[src/rtl/power_drive_ctrl_if.sv]
// Interface bundling the operator controls and simulator/board outputs of
// power_drive_ctrl.
//   master : drives the buttons, switches and pedals, observes the outputs
//   slave  : the sequencer itself (samples inputs, drives outputs)
interface power_drive_ctrl_if;
  logic       power_btn;
  logic [1:0] mode_selection;
  logic       throttle;
  logic       clutch;
  logic       brake;
  logic       move_backward;
  logic       turn_left;
  logic       turn_right;

  logic       power_state;
  logic [1:0] mode;
  logic [1:0] drive_state;
  logic       move_forward_signal;
  logic       move_backward_signal;
  logic       turn_left_signal;
  logic       turn_right_signal;
  logic       turn_left_light;
  logic       turn_right_light;

  modport master (
    output power_btn, mode_selection, throttle, clutch, brake,
           move_backward, turn_left, turn_right,
    input  power_state, mode, drive_state, move_forward_signal,
           move_backward_signal, turn_left_signal, turn_right_signal,
           turn_left_light, turn_right_light
  );

  modport slave (
    input  power_btn, mode_selection, throttle, clutch, brake,
           move_backward, turn_left, turn_right,
    output power_state, mode, drive_state, move_forward_signal,
           move_backward_signal, turn_left_signal, turn_right_signal,
           turn_left_light, turn_right_light
  );
endinterface

[src/rtl/power_drive_ctrl.sv]
// Power and manual-drive sequencer for the car simulator.
//   clk, rst : 100 MHz clock, synchronous active-high reset
//   bus      : power_drive_ctrl_if.slave
//              inputs  power_btn, mode_selection, throttle, clutch, brake,
//                      move_backward, turn_left, turn_right
//              outputs power_state, mode, drive_state, move_*_signal,
//                      turn_*_signal, turn_*_light
// Long press powers on, a fresh press powers off, the manual-drive FSM
// (NOT_STARTING / STARTING / MOVING) runs in mode 01, and the turn lamps blink
// in any mode while powered.
module power_drive_ctrl #(
  parameter int LONG_PRESS_CYC = 100_000_000,
  parameter int BLINK_CYC      = 50_000_000
) (
  input logic               clk,
  input logic               rst,
  power_drive_ctrl_if.slave bus
);
  localparam int PW = $clog2(LONG_PRESS_CYC);
  localparam int BW = $clog2(BLINK_CYC);
  localparam logic [PW-1:0] PRESS_LAST  = PW'(LONG_PRESS_CYC - 1);
  localparam logic [BW-1:0] BLINK_LAST  = BW'(BLINK_CYC - 1);
  localparam logic [1:0]    MODE_MANUAL = 2'b01;

  typedef enum logic [1:0] {
    NOT_STARTING = 2'b00,
    STARTING     = 2'b01,
    MOVING       = 2'b10
  } drive_t;

  logic          power_reg, power_next;
  logic          armed_reg, armed_next;
  logic          btn_prev_reg;
  logic [PW-1:0] press_cnt_reg, press_cnt_next;
  logic [1:0]    mode_reg, mode_next;
  drive_t        drive_reg, drive_next;
  logic          gear_reg, gear_next;
  logic          go_off;

  logic          fwd_reg, fwd_next;
  logic          bwd_reg, bwd_next;
  logic          tls_reg, tls_next;
  logic          trs_reg, trs_next;
  logic          left_light_reg, left_light_next;
  logic          right_light_reg, right_light_next;
  logic [BW-1:0] blink_cnt_reg, blink_cnt_next;
  logic          blink_on_reg, blink_on_next;
  logic          blink_side_reg, blink_side_next;   // 0 left, 1 right

  // State register
  always_ff @(posedge clk) begin
    if (rst) begin
      power_reg       <= 1'b0;
      armed_reg       <= 1'b0;
      btn_prev_reg    <= 1'b0;
      press_cnt_reg   <= '0;
      mode_reg        <= 2'b00;
      drive_reg       <= NOT_STARTING;
      gear_reg        <= 1'b0;
      fwd_reg         <= 1'b0;
      bwd_reg         <= 1'b0;
      tls_reg         <= 1'b0;
      trs_reg         <= 1'b0;
      left_light_reg  <= 1'b0;
      right_light_reg <= 1'b0;
      blink_cnt_reg   <= '0;
      blink_on_reg    <= 1'b0;
      blink_side_reg  <= 1'b0;
    end else begin
      power_reg       <= power_next;
      armed_reg       <= armed_next;
      btn_prev_reg    <= bus.power_btn;
      press_cnt_reg   <= press_cnt_next;
      mode_reg        <= mode_next;
      drive_reg       <= drive_next;
      gear_reg        <= gear_next;
      fwd_reg         <= fwd_next;
      bwd_reg         <= bwd_next;
      tls_reg         <= tls_next;
      trs_reg         <= trs_next;
      left_light_reg  <= left_light_next;
      right_light_reg <= right_light_next;
      blink_cnt_reg   <= blink_cnt_next;
      blink_on_reg    <= blink_on_next;
      blink_side_reg  <= blink_side_next;
    end
  end

  // Next-state: power sequencing, mode latch, drive FSM
  always_comb begin
    power_next     = power_reg;
    armed_next     = armed_reg;
    press_cnt_next = press_cnt_reg;
    mode_next      = mode_reg;
    drive_next     = drive_reg;
    gear_next      = gear_reg;
    go_off         = 1'b0;

    if (!power_reg) begin
      armed_next = 1'b0;
      if (bus.power_btn) begin
        // Saturate at the last count; power comes up on this edge.
        if (press_cnt_reg == PRESS_LAST) power_next = 1'b1;
        else press_cnt_next = press_cnt_reg + 1'b1;
      end else begin
        press_cnt_next = '0;
      end
    end else begin
      press_cnt_next = '0;
      // The press that powered us on must be released before a new press counts.
      if (!bus.power_btn) armed_next = 1'b1;
      if (armed_reg && bus.power_btn && !btn_prev_reg) go_off = 1'b1;

      if (mode_reg == MODE_MANUAL) begin
        case (drive_reg)
          NOT_STARTING: begin
            if (bus.throttle && !bus.clutch) go_off = 1'b1;            // stall
            else if (bus.brake) drive_next = NOT_STARTING;
            else if (bus.throttle && bus.clutch) drive_next = STARTING;
          end
          STARTING: begin
            gear_next = bus.move_backward;
            if (bus.brake) drive_next = NOT_STARTING;
            else if (bus.throttle && !bus.clutch) drive_next = MOVING;
          end
          MOVING: begin
            // Changing gear without the clutch stalls the engine.
            if ((bus.move_backward != gear_reg) && !bus.clutch) go_off = 1'b1;
            else if (bus.brake) drive_next = NOT_STARTING;
            else if (bus.clutch || !bus.throttle) drive_next = STARTING;
          end
          default: drive_next = NOT_STARTING;
        endcase
      end else begin
        drive_next = NOT_STARTING;
      end

      if (drive_reg == NOT_STARTING) mode_next = bus.mode_selection;

      if (go_off) begin
        power_next = 1'b0;
        armed_next = 1'b0;
        mode_next  = 2'b00;
        drive_next = NOT_STARTING;
        gear_next  = 1'b0;
      end
    end
  end

  // Output logic: next values of the registered signals and lamps
  always_comb begin
    fwd_next         = 1'b0;
    bwd_next         = 1'b0;
    tls_next         = 1'b0;
    trs_next         = 1'b0;
    left_light_next  = 1'b0;
    right_light_next = 1'b0;
    blink_cnt_next   = '0;
    blink_on_next    = 1'b0;
    blink_side_next  = blink_side_reg;

    if (power_reg && !go_off) begin
      fwd_next = (drive_reg == MOVING) && !gear_reg;
      bwd_next = (drive_reg == MOVING) && gear_reg;
      if ((mode_reg == MODE_MANUAL) && (drive_reg != NOT_STARTING)) begin
        tls_next = bus.turn_left && !bus.turn_right;
        trs_next = bus.turn_right && !bus.turn_left;
      end

      if (bus.turn_left ^ bus.turn_right) begin
        blink_on_next = 1'b1;
        if (!blink_on_reg || (blink_side_reg != bus.turn_right)) begin
          // New or switched side: restart phase with the lamp lit.
          blink_side_next  = bus.turn_right;
          left_light_next  = !bus.turn_right;
          right_light_next = bus.turn_right;
        end else if (blink_cnt_reg == BLINK_LAST) begin
          left_light_next  = blink_side_reg ? 1'b0 : !left_light_reg;
          right_light_next = blink_side_reg ? !right_light_reg : 1'b0;
        end else begin
          blink_cnt_next   = blink_cnt_reg + 1'b1;
          left_light_next  = left_light_reg;
          right_light_next = right_light_reg;
        end
      end
    end
  end

  assign bus.power_state          = power_reg;
  assign bus.mode                 = mode_reg;
  assign bus.drive_state          = drive_reg;
  assign bus.move_forward_signal  = fwd_reg;
  assign bus.move_backward_signal = bwd_reg;
  assign bus.turn_left_signal     = tls_reg;
  assign bus.turn_right_signal    = trs_reg;
  assign bus.turn_left_light      = left_light_reg;
  assign bus.turn_right_light     = right_light_reg;
endmodule

[src/flat_wrapper.sv]
// flat-port wrapper written by rule: the top's interface ports become plain ports
module power_drive_ctrl_flat 
#(
  parameter int LONG_PRESS_CYC = 100_000_000,
  parameter int BLINK_CYC      = 50_000_000
)
  (clk, rst, bus_power_btn, bus_mode_selection, bus_throttle, bus_clutch, bus_brake, bus_move_backward, bus_turn_left, bus_turn_right, bus_power_state, bus_mode, bus_drive_state, bus_move_forward_signal, bus_move_backward_signal, bus_turn_left_signal, bus_turn_right_signal, bus_turn_left_light, bus_turn_right_light);
  power_drive_ctrl_if bus_i ();
  input logic clk;
  input logic rst;
  input wire logic [$bits(bus_i.power_btn)-1:0] bus_power_btn;
  input wire logic [$bits(bus_i.mode_selection)-1:0] bus_mode_selection;
  input wire logic [$bits(bus_i.throttle)-1:0] bus_throttle;
  input wire logic [$bits(bus_i.clutch)-1:0] bus_clutch;
  input wire logic [$bits(bus_i.brake)-1:0] bus_brake;
  input wire logic [$bits(bus_i.move_backward)-1:0] bus_move_backward;
  input wire logic [$bits(bus_i.turn_left)-1:0] bus_turn_left;
  input wire logic [$bits(bus_i.turn_right)-1:0] bus_turn_right;
  output wire logic [$bits(bus_i.power_state)-1:0] bus_power_state;
  output wire logic [$bits(bus_i.mode)-1:0] bus_mode;
  output wire logic [$bits(bus_i.drive_state)-1:0] bus_drive_state;
  output wire logic [$bits(bus_i.move_forward_signal)-1:0] bus_move_forward_signal;
  output wire logic [$bits(bus_i.move_backward_signal)-1:0] bus_move_backward_signal;
  output wire logic [$bits(bus_i.turn_left_signal)-1:0] bus_turn_left_signal;
  output wire logic [$bits(bus_i.turn_right_signal)-1:0] bus_turn_right_signal;
  output wire logic [$bits(bus_i.turn_left_light)-1:0] bus_turn_left_light;
  output wire logic [$bits(bus_i.turn_right_light)-1:0] bus_turn_right_light;
  assign bus_i.power_btn = bus_power_btn;
  assign bus_i.mode_selection = bus_mode_selection;
  assign bus_i.throttle = bus_throttle;
  assign bus_i.clutch = bus_clutch;
  assign bus_i.brake = bus_brake;
  assign bus_i.move_backward = bus_move_backward;
  assign bus_i.turn_left = bus_turn_left;
  assign bus_i.turn_right = bus_turn_right;
  assign bus_power_state = bus_i.power_state;
  assign bus_mode = bus_i.mode;
  assign bus_drive_state = bus_i.drive_state;
  assign bus_move_forward_signal = bus_i.move_forward_signal;
  assign bus_move_backward_signal = bus_i.move_backward_signal;
  assign bus_turn_left_signal = bus_i.turn_left_signal;
  assign bus_turn_right_signal = bus_i.turn_right_signal;
  assign bus_turn_left_light = bus_i.turn_left_light;
  assign bus_turn_right_light = bus_i.turn_right_light;
  power_drive_ctrl #(.LONG_PRESS_CYC(LONG_PRESS_CYC), .BLINK_CYC(BLINK_CYC)) u_core (.clk(clk), .rst(rst), .bus(bus_i));
endmodule
[config.mk]
export PLATFORM = sky130hd
export DESIGN_NAME = power_drive_ctrl_flat
export DESIGN_NICKNAME = d
export VERILOG_FILES = /design/src/rtl/power_drive_ctrl_if.sv /design/src/rtl/power_drive_ctrl.sv /design/src/flat_wrapper.sv
export SDC_FILE = /design/constraint.sdc
export NUM_CORES = 1
export LEC_CHECK = 0
export BUFFER_PORTS_ARGS = -buffer_cell sky130_fd_sc_hd__buf_2
export CORE_MARGIN = 4
export CORE_UTILIZATION = 30
export DETAILED_ROUTE_END_ITERATION = 16
export SYNTH_ARGS = -nofsm -noshare
export SYNTH_HDL_FRONTEND = slang
export SYNTH_SLANG_ARGS = --single-unit
[constraint.sdc]
create_clock -name clk -period 4.65 [get_ports clk]
set_input_delay 0.465 -clock clk [delete_from_list [all_inputs] [get_ports clk]]
set_output_delay 0.465 -clock clk [all_outputs]
set_load 0.005 [all_outputs]
==> flow_summary_export.csv <==
group,metric,value,unit
logic_synthesis,synth.cells.most_frequent,"69 x dfxtp_1, 46 x nor2_1, 35 x nand2_1",
sta,setup_repair_after_global_routing_missed_its_margin,"false",
setup_path,cp_data_arrival_time,2.84,ns
logic_synthesis,synth_top_cells_by_area,"dfxtp_1 41%, xor2_1 7.5%, nor2_4 5.9%",
global_route,number_of_antenna_violations_at_the_first_check_in_global_routing,0,
clock_tree,cts_post_setup_buffers_inserted,0,
place,hpwlAfterDp,4.489,mm
sta,setup_slack,1.985,ns
clock_tree,clock_tree.buffer_depth,2,
sta,maxClockFrequency,375.2,MHz
logic_synthesis,synthDominantCellAreaShare,40.53,%
finish,stdcell_area,0.003905,mm2
sta,slew_headroom,29.36,%
clock_tree,cts_htree_levels,3,
sta,timing.clock.skew,0.005824,ns
place,placed_area,0.003612,mm2
global_route,grt_pass1_vias,2602,
setup_path,worst_path_largest_cell_delay,0.82,ns
power_and_ir_drop,sequential_group_share_of_total_power,46.4,%
sta,setup_viol,0,
setup_path,cp_slowest_cell,"or3_2",
global_route,grt-ovfl-total,0,
place,place_worst_setup_slack,1.795,ns
power_and_ir_drop,power_frac_clock,51.7,%
finish,n_antenna_cell,0,
route,detail_route.drc_violations,0,
power_and_ir_drop,total_power,0.001278,W
setup_path,worstSetupStartpointType,"flop",
setup_path,crit_type,"reg -> reg",
route,finalWirelength,6.296,mm
route,number_of_vias_per_cell_after_detailed_routing,4.927,
route,detailedRoute.firstIterationViolations,124,
finish,areaGrowthSynthToFinish,14.57,%
logic_synthesis,synth-seq-area-share,40.53,%
route,routed_antenna_nets,0,
power_and_ir_drop,power.share.switching,20.53,%
logic_synthesis,syn_area_per_cell,9.017,um2
route,num_vias,2690,
clock_tree,path_clk_slew,0.06,ns
logic_synthesis,yosysTopAreaCell,"dfxtp_1",
global_route,grt.total_usage,10.66,%
floorplan,die_area,0.01313,mm2
floorplan,std_cell_rows,38,
logic_synthesis,synth-edff-count,0,
logic_synthesis,ys_seq_elements,69,
sta,tightest_slew,1.060,ns
clock_tree,cts_root_buffer,"clkbuf_16",
clock_tree,cts_tree,"built",
route,detail_route.first_pass.iterations,4,
logic_synthesis,synthesis.instances,378,
logic_synthesis,mappedNetlistNets,393,
finish,max_ffs_per_register,27,
clock_tree,cts_resized,0,
setup_path,cp.required,4.82,ns
power_and_ir_drop,p_leak,1.310,nW
sta,layout_worst_path_cycle_share,57.32,%
sta,timing.setup.tns,0,ns
power_and_ir_drop,power.ir.vdd_worst,0.2098,mV
place,place.gp.congestion,0.7749,
power_and_ir_drop,internal_portion_of_total_power,0.001015,W
finish,fillCellCount,1108,
power_and_ir_drop,comb_power_share,1.9,%
hold_path,worst_hold_path_type,"in -> reg",
logic_synthesis,post-synth-top-count-cell,"dfxtp_1",
clock_tree,cts_inserted_buffers,9,
logic_synthesis,cell_area_after_synthesis,0.003408,mm2
global_route,maximum_number_of_pins_on_one_net_before_global_route_repair,27,
status,run_status,"completed",
setup_path,critical_path.cell_chain,"or3b_4 > a2111oi_4 > or3_4 > or3_2 > nor2_1",
setup_path,timing.critical_path.fanout_max,26,
floorplan,floorplan.die.width,114.6,um
sta,slew_violations,0,
clock_tree,clock-sinks,69,
logic_synthesis,ys_warnings,0,
clock_tree,cts-hold-fix-buffers,0,
floorplan,ioPinCount,22,
clock_tree,clk_latency,0.33,ns
logic_synthesis,synth_cell_types,51,
sta,hold_viol_final,0,
finish,final_net_count,416,
power_and_ir_drop,switchingPower,0.0002622,W
sta,min_period,2.665,ns
floorplan,floorplan.core_area,0.01098,mm2
place,portBuffers,21,
global_route,grt_pass1_wl,11.58,mm
logic_synthesis,synth_flop_cell,"dfxtp_1",
job,drv_cap,0,
finish,proportion_of_layout_cells_with_a_drive_suffix_above_1,16.75,%
route,drt-wirelength-per-cell,11.53,um
setup_path,setup.worst_path.end_class,"flop",
logic_synthesis,ys_async_sr_fraction,0,%
power_and_ir_drop,power_density,327.2,mW/mm2
floorplan,die_height,114.6,um
floorplan,floorplan.initialDensity,31.03,%
-- metrics by stage --
| stage | hold WS, ns | cells | utilization (%) |
|---|---|---|---|
| floorplan | 0.4211 | 378 | - |
| global placement | 0.4291 | 530 | 32.89 |
| detailed placement | 0.4507 | 530 | 32.89 |
| CTS | 0.3636 | 546 | 35.55 |
| global route | 0.3830 | 546 | 35.55 |
| finish | 0.3729 | 546 | 35.55 |
-- cells by family after synthesis --
| kind of cell | count (synthesis) | share of synthesized area [%] |
|---|---|---|
| AO/OA/AOI/OAI | 29 | 6.057 |
| adder cells (fa/ha/maj) | 4 | 1.468 |
| AND/OR/NAND/NOR | 207 | 35.76 |
| multiplexers | 4 | 1.211 |
| flip-flops | 69 | 40.53 |
| buffers and inverters | 22 | 3.708 |
| XOR/XNOR | 43 | 11.27 |
-- power by group through the flow --
stage	combinational, W	clock [W]	sequential, W
floorplan	0.0000130	0	0.000606
global placement	0.0000232	0	0.000606
detailed placement	0.0000238	0	0.000606
CTS	0.0000240	0.000682	0.000593
global route	0.0000273	0.000708	0.000593
finish	0.0000237	0.000661	0.000593
-- critical path: cells and delay by family (launching register included) --
kind | cells | cell delay [ns]
flip-flops | 1 | 0.40
AO/OA/AOI/OAI | 1 | 0.50
AND/OR/NAND/NOR | 4 | 1.60
-- final timing paths --
| kind | start | end | slack (ns) | cells after the start |
|---|---|---|---|---|
| min | bus_power_btn | u_core.armed_reg$_SDFFE_PP0N_ | 0.37 | 2 |
| max | u_core.bus.mode[0]$_SDFFE_PP0P_ | u_core.blink_cnt_reg[2]$_SDFF_PP0_ | 1.98 | 5 |
| max reg2reg | u_core.bus.mode[0]$_SDFFE_PP0P_ | u_core.blink_cnt_reg[2]$_SDFF_PP0_ | 1.98 | 5 |
| min reg2reg | u_core.blink_cnt_reg[0]$_SDFF_PP0_ | u_core.blink_cnt_reg[0]$_SDFF_PP0_ | 0.46 | 1 |
-- area by class of cell --
cell class	instances	area, um2	share of cell area (%)
multi-input combinational	287	1902	48.70
sequential	69	1381	35.37
clock buffer	10	229.0	5.864
tap	140	175.2	4.486
timing repair buffer	21	105.1	2.691
clock inverter	6	63.81	1.634
inverter	13	48.80	1.250
-- cells in the final DEF (no fill, tap or decap), drive strengths merged, types with 3 or more instances in the layout --
master,netlist,routed
xnor2,14,14
inv,13,13
o211ai,3,3
nand2,35,35
and4,4,4
nand4,20,20
nor2b,4,4
nand3,21,21
o21ai,4,4
or3,5,5
clkinv,0,3
or2,4,4
and3,5,5
buf,4,21
nor3,9,9
or4,3,3
mux2i,3,3
ha,4,4
nor4,10,10
xor2,29,29
dfxtp,69,69
nand2b,4,4
and2,7,7
a21oi,11,11
nor2,66,66
clkbuf,5,10
-- layer usage --
layer / global-route usage (%) / wire, um / vias to the layer above
met2: 17.66 / 3028 / 35
met3: 3.541 / 220 / 10
met5: 0 / 0 / -
met4: 3.088 / 88 / 0
met1: 13.17 / 2959 / 1278
li1: - / - / 1367
No activity file was read; power rests on OpenSTA's default activity.
